--- config.mk ---
export PLATFORM = sky130hd
export DESIGN_NAME = mac_frame_accumulator
export DESIGN_NICKNAME = d
export VERILOG_FILES = /design/src/rtl/mac_frame_accumulator.sv
export SDC_FILE = /design/constraint.sdc
export NUM_CORES = 1
export LEC_CHECK = 0
export CAP_MARGIN = 10
export CORE_MARGIN = 2
export CORE_UTILIZATION = 46
export DETAILED_ROUTE_END_ITERATION = 10
export GPL_ROUTABILITY_DRIVEN = 0
export PLACE_DENSITY = 0.76
export SLEW_MARGIN = 0
export SYNTH_ARGS = -nofsm -noshare
export SYNTH_HDL_FRONTEND = slang
export SYNTH_SLANG_ARGS = --single-unit
--- constraint.sdc ---
create_clock -name clk -period 2 [get_ports clk]
set_input_delay 0.4 -clock clk [delete_from_list [all_inputs] [get_ports clk]]
set_output_delay 0.4 -clock clk [all_outputs]
set_load 0.005 [all_outputs]
--- src/rtl/mac_frame_accumulator.sv ---
// Frame accumulator behind the pipelined multiply-add stage: sums frame_len
// results into one saturating total and hands it off on a valid/ready port.
module mac_frame_accumulator #(
  parameter int IN_W  = 4,
  parameter int ACC_W = 6,
  parameter int LEN_W = 4,
  parameter int CNT_W = 8
) (
  input  logic             clk,
  input  logic             rst,
  input  logic             in_valid,
  input  logic [IN_W-1:0]  in_data,
  output logic             in_ready,
  input  logic [LEN_W-1:0] frame_len,
  output logic             out_valid,
  input  logic             out_ready,
  output logic [ACC_W-1:0] out_sum,
  output logic             out_sat,
  output logic [CNT_W-1:0] frames_done
);

  typedef enum logic [1:0] {
    S_IDLE  = 2'd0,
    S_ACCUM = 2'd1,
    S_HOLD  = 2'd2
  } state_t;

  localparam logic [LEN_W:0] LEN_ONE = (LEN_W+1)'(1);
  localparam logic [LEN_W:0] LEN_MAX = {1'b1, {LEN_W{1'b0}}};

  state_t           r_state, w_state_nxt;
  logic [ACC_W-1:0] r_acc, w_acc_nxt;
  logic             r_sat, w_sat_nxt;
  logic [LEN_W:0]   r_cnt, w_cnt_nxt;
  logic [LEN_W:0]   r_len, w_len_nxt;
  logic [CNT_W-1:0] r_frames, w_frames_nxt;
  logic             r_out_valid;

  logic             w_accept, w_xfer, w_start;
  logic [LEN_W:0]   w_frame_n, w_cnt_inc;
  logic [ACC_W:0]   w_sum;
  logic [ACC_W-1:0] w_sum_clamped;

  assign in_ready = (r_state == S_HOLD) ? out_ready : 1'b1;
  assign w_accept = in_valid && in_ready;
  assign w_xfer   = (r_state == S_HOLD) && out_ready;
  // A sample accepted outside ACCUM always opens a new frame (IDLE, or HOLD
  // while the finished frame is leaving on the same edge).
  assign w_start  = w_accept && (r_state != S_ACCUM);

  assign w_frame_n     = (frame_len == '0) ? LEN_MAX : {1'b0, frame_len};
  assign w_cnt_inc     = r_cnt + LEN_ONE;
  assign w_sum         = (ACC_W+1)'(r_acc) + (ACC_W+1)'(in_data);
  assign w_sum_clamped = w_sum[ACC_W] ? '1 : w_sum[ACC_W-1:0];

  // NOTE: every signal driven here gets its default first, so no path leaves
  // a value unassigned and no latch is inferred.
  always_comb begin
    w_state_nxt  = r_state;
    w_acc_nxt    = r_acc;
    w_sat_nxt    = r_sat;
    w_cnt_nxt    = r_cnt;
    w_len_nxt    = r_len;
    w_frames_nxt = r_frames;

    if (w_xfer) begin
      w_frames_nxt = r_frames + CNT_W'(1);
    end

    if (w_start) begin
      w_acc_nxt   = ACC_W'(in_data);
      w_sat_nxt   = 1'b0;
      w_cnt_nxt   = LEN_ONE;
      w_len_nxt   = w_frame_n;
      w_state_nxt = (w_frame_n == LEN_ONE) ? S_HOLD : S_ACCUM;
    end else if ((r_state == S_ACCUM) && w_accept) begin
      w_acc_nxt = w_sum_clamped;
      w_sat_nxt = r_sat | w_sum[ACC_W];
      w_cnt_nxt = w_cnt_inc;
      if (w_cnt_inc == r_len) begin
        w_state_nxt = S_HOLD;
      end
    end else if (w_xfer) begin
      w_state_nxt = S_IDLE;
    end
  end

  // NOTE: state registers use non-blocking assignments so every register
  // samples pre-edge values regardless of statement order.
  always_ff @(posedge clk or posedge rst) begin
    if (rst) begin
      r_state     <= S_IDLE;
      r_acc       <= '0;
      r_sat       <= 1'b0;
      r_cnt       <= '0;
      r_len       <= '0;
      r_frames    <= '0;
      r_out_valid <= 1'b0;
    end else begin
      r_state     <= w_state_nxt;
      r_acc       <= w_acc_nxt;
      r_sat       <= w_sat_nxt;
      r_cnt       <= w_cnt_nxt;
      r_len       <= w_len_nxt;
      r_frames    <= w_frames_nxt;
      r_out_valid <= (w_state_nxt == S_HOLD);
    end
  end

  assign out_valid   = r_out_valid;
  assign out_sum     = r_acc;
  assign out_sat     = r_sat;
  assign frames_done = r_frames;

endmodule
==> out/qor.txt, run 1 <==
Via/cell ratio - 5.39
CTS tree - built
Clk_lat worst skew - 340 ps
Post-Synthesis Cells - 141
Maximum clock rate - 0.517 GHz
FF+latch count, synth - 28
Fin. Hold Viols - 0
Max Slew Vio Count - 0
Crit end category - flop
Final setup vio count - 0
Most frequent cells in the layout - 27 x clkdlybuf4s50_1, 26 x dfrtp_1, 13 x nand2_1
Die H - 61.5 microns
H-tree depth - 1
Die width - 61.5 microns
Drt first pass iters - 4
Worst-path fanout max - 4
Slew HR - 0.757
Initial Util - 0.491
Std-Cell Rows - 20
Post-synth EDFFs - 0
Post-synth top area cell - dfrtp_1
Vias in the first global route - 1232
YS warnings - 0
Primary FF master, synth - dfrtp_1
Routed via count - 1202
Worst-Margin Slew - 362 ps
Tmin final - 1930 ps
DR iter-0 viols - 36
Nets - 200
Synth area leaders - dfrtp_1 46%, xnor2_1 5.2%, xor2_1 5.2%
Hold bufs inserted after CTS - 0
Setup TNS - 0 ps
Layout cells sized above 1 - 0.156
Worst setup SP type - primary input
Fraction of registers with async set/reset - 1.00
Port bufs - 28
Syn Area/Cell - 10.8 sq um
Pwr/cell area - 1160 nW/um^2
Post-synthesis instance area - 1520 sq um
HP Class - primary input to asynchronous set/reset pin
Area growth from synthesis to layout - 27.4%
Tcrit/Tclk final - 0.966
Worst IR Drop VDD - 0.615 mV
Largest net degree at the start of global routing - 29
Ports - 29
Dpl hpwl - 2350 microns
Routed length per instance - 13.9 microns
Leading cell type in the layout, fill and taps excluded - clkdlybuf4s50_1
Status - complete, no violations
Clock transition at path regs - 150 ps
Clk buf depth - 2
Post-DP Area - 1900 sq um
Clock Skews - 4.81 ps
Worst path required time - 2250 ps
Root Driver - clkbuf_4
Leakage - 0.860 nW
Kind of critical path - primary input to flop
Synth top area share - 0.460
Fin area - 1940 sq um
Initial antenna violation count - 0
Total CTS buffers - 3
First-pass GRT wire length - 5310 microns
GR Util All Layers - 0.190
Sequential cell area fraction in the yosys report - 0.460
ANT nets after route - 0
Core outline area - 3100 sq um
Post-synth net total - 160
Max_cap viols - 0
Yosys cell types - 42
Unrepaired setup endpoints after global routing - no
Grt total ovfl - 0
Final Util - 0.625
Clock sinks - 28
Arr. time, crit path - 2180 ps
Inserted Diodes - 0
DR DRC count - 0
Die area - 3790 sq um
Routed Wire Length - 3090 microns
[state kept, by name, summed over array words and instances, names as in the netlist]
signal,cells
r_cnt,5
out_sum,6
out_sat,1
out_valid,1
r_len,5
r_state,2
frames_done,8
[routing by layer]
metal	up-vias	track usage	wire [microns]
met3	7	0.0399	152
met2	37	0.323	1560
met4	0	0.0821	59
met1	584	0.232	1320
met5	-	0	0
li1	574	-	-
[through the flow]
step                      hold slack, ps  power, mW  std cells  worst slack, ps
after floorplan                      465       1.60        141             80.9
after global placement               461       1.96        219             -405
after detailed placement             465       2.01        219             -443
after CTS                            417       2.26        223            -6.95
after global routing                 467       2.44        223            0.266
final                                404       2.25        223             67.3
[layout make-up]
class | count | area, sq um
Clock buffer | 3 | 22.5
Fill cell | 299 | 1160
Inverter | 3 | 11.3
Multi-Input combinational cell | 107 | 795
Sequential cell | 28 | 703
Tap cell | 44 | 55.1
Timing Repair Buffer | 38 | 354
[worst max-delay path: stages]
cell             delay [ps]
clkdlybuf4s50_1         430
ha_1                    240
fa_2                    360
a21o_1                  220
a21oi_2                 160
o21ai_1                 160
o21a_1                  220
[cell usage after synthesis, types with 2 or more instances]
cell type   n
ha_1        6
mux2_2      3
nand3_1     6
xor2_1      9
o21a_1      5
o22a_1      5
o21ai_0     7
and3b_2     2
inv_1       3
a21o_1      2
dfrtp_1    28
a21oi_1     7
xnor2_1     9
nand2b_1    3
nor3_1      3
nand2_1    13
nor2_1      5
[final timing paths]
check	start	endpoint	slack, ps	cells after the start
worst max-delay path	in_data[0]	out_sum[3]	70	7
max in group asynchronous	rst	r_state[1]	1310	3
worst min-delay path	rst	frames_done[4]	400	3
worst min register to register	frames_done[7]	frames_done[7]	480	1
min in group clk	frames_done[7]	frames_done[7]	480	1
worst max register to register	out_sum[0]	out_sum[3]	150	6
[where the power goes]
group          switching, mW  total (mW)  internal, mW
registers              0.182       0.937         0.754
clock network          0.167       0.238        0.0710
logic                  0.453        1.08         0.623
total                  0.802        2.25          1.45
[cell families after synthesis]
family,share of synthesized area
mux,0.0296
xor+xnor,0.104
fa+ha+maj,0.0624
simple gates,0.167
compound gates,0.155
flops,0.460
buf+inv,0.0222
[repair_timing]
| item | CTS | global route |
|---|---|---|
| setup buffers | 1 | 0 |
| endpoints found under the setup margin | 5 | 7 |
| gates resized for setup | 4 | 2 |
Note: power is estimated with default switching activity, not from simulation.
==> inputs of run 2 (changes only) <==
--- a/config.mk
+++ b/config.mk
@@ -7,10 +7,11 @@
 export LEC_CHECK = 0
 export CAP_MARGIN = 10
 export CORE_MARGIN = 2
-export CORE_UTILIZATION = 46
+export CORE_UTILIZATION = 48
+export CTS_BUF_LIST = sky130_fd_sc_hd__clkbuf_8
 export DETAILED_ROUTE_END_ITERATION = 10
 export GPL_ROUTABILITY_DRIVEN = 0
-export PLACE_DENSITY = 0.76
+export PLACE_DENSITY = 0.79
 export SLEW_MARGIN = 0
 export SYNTH_ARGS = -nofsm -noshare
 export SYNTH_HDL_FRONTEND = slang
==> run 2 against run 1 <==
  * Clock power increased by 53%
  * Combinational power is essentially flat
  * Setup slack better by 1.6 ps
  * Critical path depth rose by 1
  * Critical path type unchanged
  * Largest cell class unchanged
==> out/qor.txt, run 2 (synthesized netlist as in run 1, its figures left out) <==
DR iter-0 viols - 33 (was 36)
Maximum clock rate - 0.518 GHz (was 0.517 GHz)
Worst IR Drop VDD - 0.796 mV (was 0.615 mV)
Die area - 3640 sq um (was 3790 sq um)
Slew HR - 0.762 (was 0.757)
Std-Cell Rows - 20 (unchanged)
Die H - 60.3 microns (was 61.5 microns)
Largest net degree at the start of global routing - 29 (unchanged)
Tmin final - 1930 ps (about the same)
Unrepaired setup endpoints after global routing - yes (was no)
Max Slew Vio Count - 0 (unchanged)
DR DRC count - 0 (unchanged)
CP endpoint - out_sat (was out_sum[3])
Clk_lat worst skew - 280 ps (was 340 ps)
Pwr/cell area - 1210 nW/um^2 (was 1160 nW/um^2)
Routed length per instance - 14.0 microns (was 13.9 microns)
Max FFs per register - 8 (unchanged)
PnR Total Power - 2.41 mW (was 2.25 mW)
Hold bufs inserted after CTS - 0 (unchanged)
Kind of critical path - primary input to flop (unchanged)
Via/cell ratio - 5.37 (was 5.39)
Initial Util - 0.503 (was 0.491)
Status - complete, no violations (unchanged)
Most frequent cells in the layout - 28 x dfrtp_1, 27 x clkdlybuf4s50_1, 13 x nand2_1 (was 27 x clkdlybuf4s50_1, 26 x dfrtp_1, 13 x nand2_1)
Worst path required time - 2180 ps (was 2250 ps)
Layout cells sized above 1 - 0.166 (was 0.156)
Final WS setup - 68.9 ps (was 67.3 ps)
Reg2reg setup slack - 200 ps (was 150 ps)
Port bufs - 28 (unchanged)
Crit end category - flop (unchanged)
Total CTS buffers - 3 (unchanged)
Fin. Hold Viols - 0 (unchanged)
Register-to-Register Path Depth - 7 (was 6)
First-pass GRT wire length - 5420 microns (was 5310 microns)
Initial antenna violation count - 0 (unchanged)
CTS tree - built (unchanged)
Leakage - 0.881 nW (was 0.860 nW)
Nets - 201 (was 200)
H-tree depth - 1 (unchanged)
Area growth from synthesis to layout - 30.3% (was 27.4%)
Tcrit/Tclk final - 0.966 (about the same)
Setup WS pre-CTS - -452 ps (was -443 ps)
Setup TNS - 0 ps (unchanged)
Worst-Margin Slew - 356 ps (was 362 ps)
ANT nets after route - 0 (unchanged)
CP Launch Point - in_data[0] (unchanged)
Core outline area - 3030 sq um (was 3100 sq um)
Die width - 60.3 microns (was 61.5 microns)
Dpl hpwl - 2380 microns (was 2350 microns)
Final setup vio count - 0 (unchanged)
Inserted Diodes - 0 (unchanged)
Grt total ovfl - 0 (unchanged)
GR Util All Layers - 0.200 (was 0.190)
Arr. time, crit path - 2110 ps (was 2180 ps)
Routed via count - 1208 (was 1202)
Clock transition at path regs - 100 ps (was 150 ps)
HP Class - primary input to asynchronous set/reset pin (unchanged)
Routed Wire Length - 3160 microns (was 3090 microns)
Root Driver - clkbuf_8 (was clkbuf_4)
Leading cell type in the layout, fill and taps excluded - dfrtp_1 (was clkdlybuf4s50_1)
Hold Worst Slack - 469 ps (was 404 ps)
Max_cap viols - 0 (unchanged)
Worst-path fanout max - 3 (was 4)
Reg2reg end - out_sat (was out_sum[3])
R2r startpoint - out_sum[0] (unchanged)
Clk buf depth - 2 (unchanged)
Final Util - 0.655 (was 0.625)
Drt first pass iters - 4 (unchanged)
Worst setup SP type - primary input (unchanged)
Vias in the first global route - 1211 (was 1232)
Clock Skews - 1.94 ps (was 4.81 ps)
Clock sinks - 28 (unchanged)
Ports - 29 (unchanged)
[run 2: changes by cell type in the layout (fill, tap and decap cells not counted), sizes merged]
cell    change
buf         +1
clkbuf      +1
[run 2: per-stage QoR]
| step | cells | instance area [sq um] |
|---|---|---|
| floorplan | 141 | 1520 |
| global placement | 221 | 1920 |
| detailed placement | 221 | 1920 |
| CTS | 225 | 1980 |
| global route | 225 | 1980 |
| finish | 225 | 1980 |
[run 2: critical path, cell delays in order]
cell	delay, ps
clkdlybuf4s50_1	430
ha_2	200
fa_2	350
a21o_1	200
a21oi_2	180
buf_4	150
nor3_1	40
o21a_1	160
[run 2: where the power goes]
part           total (mW)  internal [mW]  switching, mW  leakage [nW]
Clock               0.363          0.177          0.186        0.0288
Combinational        1.10          0.641          0.463         0.497
Sequential          0.940          0.753          0.186         0.356
Total                2.41           1.57          0.835         0.881
[run 2: what timing repair did]
action / 4_1_cts / 5_1_grt
setup endpoints to repair: 7 / 7
setup buffers: 0 / 0
pin swaps: 0 / 4
resized for setup: 5 / 1
[run 2: worst min-delay path by stage]
stage | cells past startpoint | end
after floorplan | 1 | frames_done[0]
after global placement | 1 | frames_done[7]
after detailed placement | 1 | frames_done[7]
after CTS | 1 | frames_done[7]
after global routing | 3 | frames_done[6]
final | 3 | frames_done[6]
[run 2: layer usage]
| layer | vias up | GRT usage | wire length [microns] |
|---|---|---|---|
| li1 | 581 | - | - |
| met1 | 587 | 0.249 | 1340 |
| met2 | 33 | 0.346 | 1630 |
| met3 | 7 | 0.0303 | 135 |
| met4 | 0 | 0.0794 | 48 |
| met5 | - | 0 | 0 |
[run 2: area by class of cell]
cell class,count,area [sq um]
Inverter,3,11.3
Tap cell,44,55.1
Timing Repair Buffer,39,362
Clock buffer,4,55.1
Multi-Input combinational cell,107,801
Sequential cell,28,701
Fill cell,261,1040
